===== config.mk =====
export PLATFORM = sky130hd
export DESIGN_NAME = alu_64
export DESIGN_NICKNAME = d
export VERILOG_FILES = /design/src/rtl/alu_pkg.sv /design/src/rtl/alu_bit_slice.sv /design/src/rtl/alu_64.sv
export SDC_FILE = /design/constraint.sdc
export NUM_CORES = 1
export LEC_CHECK = 0
export CORE_MARGIN = 5
export CORE_UTILIZATION = 30
export CTS_BUF_LIST = sky130_fd_sc_hd__clkbuf_2
export DETAILED_ROUTE_END_ITERATION = 6
export PLACE_DENSITY = 0.61
export SKIP_CTS_REPAIR_TIMING = 1
export SKIP_LAST_GASP = 1
export SLEW_MARGIN = 20
export SYNTH_ARGS = -nofsm -noshare
export SYNTH_HDL_FRONTEND = slang
export SYNTH_SLANG_ARGS = --single-unit

===== constraint.sdc =====
create_clock -name clk -period 5.85 [get_ports clk]
set_input_delay 0.8775 -clock clk [delete_from_list [all_inputs] [get_ports clk]]
set_output_delay 0.8775 -clock clk [all_outputs]
set_load 0.005 [all_outputs]

===== src/rtl/alu_pkg.sv =====
// Shared widths and control encodings for the 64-bit execute-stage ALU.
package alu_pkg;
   localparam int ALU_WIDTH = 64;

   localparam logic [2:0] ALU_PASS_B     = 3'b000;
   localparam logic [2:0] ALU_PASS_A     = 3'b001;
   localparam logic [2:0] ALU_ADD        = 3'b010;
   localparam logic [2:0] ALU_SUBTRACT   = 3'b011;
   localparam logic [2:0] ALU_AND        = 3'b100;
   localparam logic [2:0] ALU_OR         = 3'b101;
   localparam logic [2:0] ALU_XOR        = 3'b110;
   localparam logic [2:0] ALU_PASS_A_ALT = 3'b111;

   function automatic logic is_arith(input logic [2:0] c);
      return (c == ALU_ADD) || (c == ALU_SUBTRACT);
   endfunction
endpackage


===== src/rtl/alu_bit_slice.sv =====
// One bit of the ALU: full adder with optional B inversion plus bitwise ops.
module alu_bit_slice
   import alu_pkg::*;
(
   input  logic       a_i,
   input  logic       b_i,
   input  logic       cin_i,
   input  logic       inv_b_i,
   input  logic [2:0] cntrl_i,
   output logic       res_o,
   output logic       cout_o
);
   logic bx;
   logic sum;

   always_comb begin
      bx     = b_i ^ inv_b_i;
      sum    = a_i ^ bx ^ cin_i;
      cout_o = (a_i & bx) | (cin_i & (a_i ^ bx));
      res_o  = a_i;
      case (cntrl_i)
         ALU_PASS_B:                  res_o = b_i;
         ALU_ADD, ALU_SUBTRACT:       res_o = sum;
         ALU_AND:                     res_o = a_i & b_i;
         ALU_OR:                      res_o = a_i | b_i;
         ALU_XOR:                     res_o = a_i ^ b_i;
         default:                     res_o = a_i;
      endcase
   end
endmodule


===== src/rtl/alu_64.sv =====
// Registered 64-bit ALU: ripple chain of bit slices, flag logic, output register.
module alu_64
   import alu_pkg::*;
#(
   parameter int WIDTH = ALU_WIDTH
) (
   input  logic             clk,
   input  logic             reset,
   input  logic [WIDTH-1:0] A,
   input  logic [WIDTH-1:0] B,
   input  logic [2:0]       cntrl,
   output logic [WIDTH-1:0] result,
   output logic             negative,
   output logic             zero,
   output logic             overflow,
   output logic             carry_out
);
   logic             inv_b;
   logic [WIDTH:0]   carry;
   logic [WIDTH-1:0] res_d, result_q;
   logic             arith;
   logic             neg_d, zero_d, ovf_d, cout_d;
   logic             neg_q, zero_q, ovf_q, cout_q;

   // Subtract is A + ~B + 1: the +1 enters as carry-in of bit 0.
   assign inv_b    = (cntrl == ALU_SUBTRACT);
   assign carry[0] = inv_b;

   for (genvar i = 0; i < WIDTH; i++) begin : g_slice
      alu_bit_slice u_slice (
         .a_i     (A[i]),
         .b_i     (B[i]),
         .cin_i   (carry[i]),
         .inv_b_i (inv_b),
         .cntrl_i (cntrl),
         .res_o   (res_d[i]),
         .cout_o  (carry[i+1])
      );
   end

   always_comb begin
      arith  = is_arith(cntrl);
      neg_d  = res_d[WIDTH-1];
      zero_d = (res_d == '0);
      ovf_d  = arith & (carry[WIDTH] ^ carry[WIDTH-1]);
      cout_d = arith & carry[WIDTH];
   end

   always_ff @(posedge clk or posedge reset) begin
      if (reset) begin
         result_q <= '0;
         neg_q    <= 1'b0;
         zero_q   <= 1'b1;
         ovf_q    <= 1'b0;
         cout_q   <= 1'b0;
      end else begin
         result_q <= res_d;
         neg_q    <= neg_d;
         zero_q   <= zero_d;
         ovf_q    <= ovf_d;
         cout_q   <= cout_d;
      end
   end

   assign result    = result_q;
   assign negative  = neg_q;
   assign zero      = zero_q;
   assign overflow  = ovf_q;
   assign carry_out = cout_q;
endmodule


==> flow_summary.toml <==
[outcome]
status = "finished, violations left"
violations = "setup timing"

[worst_setup_path]
slowest_stage = "fa_2"
max_stage_delay_ps = 420
worstSetupEndpointType = "flip-flop"
crit_required_ps = 6440
worstSetupPathType = "input port to flip-flop"
cp-start-kind = "input port"
path_max_fanout = 4
cp_data_arrival_time_ps = 25380
critPathMostFrequentCell = "fa_2"

[place]
dp.cells = 1696
place_congestion = 0.845
pre_cts_slack_ps = -19900
port_buffers = 200
dp_hpwl_um = 25300

[yosys]
synth_cell_types = 59
yosysTopAreaCell = "dfrtp_1"
netlist_area_mm2 = 0.00916
seq_area_frac_synth_pct = 18.3
synth_edf_count = 0
synthesis.instances = 1002
synth.top_cells.by_area = "dfrtp_1 (18%), ha_1 (17%), fa_1 (14%)"
avgSynthCellArea_um2 = 9.14
synth_top_cell_area_share_pct = 18.0
synthArstFlopShare_pct = 100
ys_warn_count = 0
yosys_register_bits = 67
synth_nets = 1326
synth_ff_type = "dfrtp_1"

[worst_hold_path]
min_to = "result[0]"
hp-class = "input port to flip-flop"
whs_path_depth = 4
hp-start = "A[0]"

[die]
design.core.area_mm2 = 0.0303
die_h_um = 185
die_x_um = 185
start_util_pct = 30.2
rows = 64
num_io_pins = 201
dieArea_mm2 = 0.0341

[layout]
fillCellCount = 2925
final_cells = 1715
fin_nets = 1636
area_growth_pct = 46.5
drive_gt1_share_pct = 27.7

[routing]
antenna_left = 0
vias_per_cell = 5.08
num_vias = 8710
route.detailed.drc = 0
wl_met3_um = 1930
routed-wl-met2_um = 16600
m1WireLength_um = 14400
wirelength_um = 34200
post_drt_wl_per_cell_um = 19.9
drt_iter0_markers = 481
top_layer_used = "met5"
drtPass1Iterations = 5

[global_route]
grt_max_degree = 84
antenna_found_initial = 5
grt.overflow.total = 0
grt_pass1_wl_um = 51100
grt_usage_pct = 19.5
grt_pass1_vias = 9005

[sta]
finalHoldViolCount = 0
timing.final.ws_setup_ps = -18940
finalCriticalPeriod_ps = 24790
holdWs_ps = 730
maxSlewViolCount = 0
fin_tns_setup_ps = -523310
period_share_pct = 424
rsz0062_at_grt = "true"
finalSetupViolCount = 54
tightest_slew_ps = 1160
max_freq_mhz = 40.3
relSlewSlack_pct = 22.4

[flow_run]
cap_violations = 0

[pwr]
p_leak_nw = 6.05
seqPwrFrac_pct = 26.9
power.density_mw_per_mm2 = 152
pwr-share-comb_pct = 58.7
switchingPower_mw = 0.786
ir_drop_v = 0.0000879
pwr-share-clk_pct = 14.5
sw_frac_of_total_pct = 38.4
intPower_mw = 1.26

[clocking]
cts_buffer_depth = 2
htreeDepth = 3
clk_pin_slew_ps = 230
cts_sinks = 67
clockRootBuffer = "clkbuf_2"
tritoncts = "done"
cts_made_buffers = 9
## critical path: cells and delay by family
kind	cells	cell delay (ps)
AO/OA/AOI/OAI	3	850
XOR/XNOR	1	140
adder cells (fa/ha/maj)	63	22580
buffers and inverters	3	210
AND/OR/NAND/NOR	5	680
## sequential cells by signal (all words and copies together) (netlist names)
signal	flops
result	63
carry_out	1
overflow	1
negative	1
zero	1
## per-stage QoR
stage	instance area [um^2]	power (mW)	util, %
CTS	12900	1.98	42.6
detailed placement	12800	1.67	42.3
floorplan	9520	1.10	-
global route	13400	2.19	44.2
global placement	12800	1.66	42.3
finish	13400	2.05	44.2
## metal layers
| metal | up-vias | track usage, % |
|---|---|---|
| met2 | 248 | 33.0 |
| met4 | 6 | 8.07 |
| met3 | 75 | 4.32 |
| met5 | - | 0 |
| li1 | 4075 | - |
| met1 | 4306 | 23.9 |
## how the worst max path moves through the flow
stage                   from    to  cells after the start
floorplan           cntrl[1]  zero                     78
CTS                     A[0]  zero                     74
detailed placement      A[0]  zero                     74
finish              cntrl[2]  zero                     75
global route        cntrl[2]  zero                     75
global placement        A[0]  zero                     74
## cell usage in the layout, fill, tap and decap left out, drive strengths merged, types with 4 or more instances in the layout
| cell | netlist | layout |
|---|---|---|
| mux2i | 27 | 27 |
| ha | 128 | 128 |
| nor3b | 9 | 9 |
| a21oi | 29 | 29 |
| a32oi | 6 | 6 |
| o21ai | 26 | 26 |
| buf | 57 | 170 |
| nor2b | 18 | 18 |
| nor4 | 8 | 8 |
| nand3b | 7 | 7 |
| a221oi | 33 | 33 |
| o211ai | 5 | 5 |
| clkbuf | 11 | 11 |
| nand2 | 26 | 26 |
| a22o | 10 | 10 |
| nand2b | 28 | 28 |
| nor2 | 67 | 67 |
| a221o | 12 | 12 |
| a22oi | 17 | 17 |
| clkinv | 0 | 4 |
| o221a | 14 | 14 |
| clkdlybuf4s50 | 0 | 194 |
| o21bai | 4 | 4 |
| fa | 63 | 63 |
| a211oi | 5 | 5 |
| and3b | 4 | 4 |
| inv | 155 | 155 |
| dfrtp | 66 | 66 |
| a2bb2oi | 5 | 5 |
| nand3 | 7 | 7 |
| o2111ai | 6 | 6 |
| xnor2 | 63 | 63 |
| o22ai | 35 | 35 |
| and2 | 9 | 9 |
| o32ai | 6 | 6 |
| o221ai | 7 | 7 |
## cell families after synthesis
family                   synth area share [%]
AO/OA/AOI/OAI                            20.0
XOR/XNOR                                 6.12
flip-flops                               18.3
multiplexers                             2.95
buffers and inverters                    10.5
AND/OR/NAND/NOR                          10.9
adder cells (fa/ha/maj)                  31.2
## power by group through the flow
stage | registers [mW] | logic [mW] | clock network, mW
global placement | 0.560 | 1.10 | 0
finish | 0.550 | 1.20 | 0.296
detailed placement | 0.559 | 1.11 | 0
floorplan | 0.564 | 0.539 | 0
CTS | 0.551 | 1.12 | 0.308
global route | 0.558 | 1.31 | 0.322
## cell type report
class	instances	area [um^2]	share of cell area [%]
flip-flops and latches	67	1680	12.5
repair buffers	367	3270	24.4
diodes	2	5.00	0.0373
well taps	396	495	3.69
clock buffers	11	55.1	0.410
inverters	155	582	4.33
clock inverters	5	45.0	0.335
multi-input cells	712	7290	54.3
## synth_stat cells, types with 14 or more instances
| master | n |
|---|---|
| mux2i_1 | 27 |
| nor2b_1 | 18 |
| o21ai_0 | 25 |
| o22ai_1 | 35 |
| o221a_2 | 14 |
| a22oi_1 | 17 |
| ha_1 | 128 |
| buf_4 | 15 |
| nor2_1 | 67 |
| fa_1 | 63 |
| a21oi_1 | 29 |
| dfrtp_1 | 66 |
| a221oi_1 | 33 |
| nand2_1 | 26 |
| inv_1 | 155 |
| xnor2_1 | 63 |
| nand2b_1 | 28 |
| buf_2 | 33 |
No activity file was read; power rests on OpenSTA's default activity.
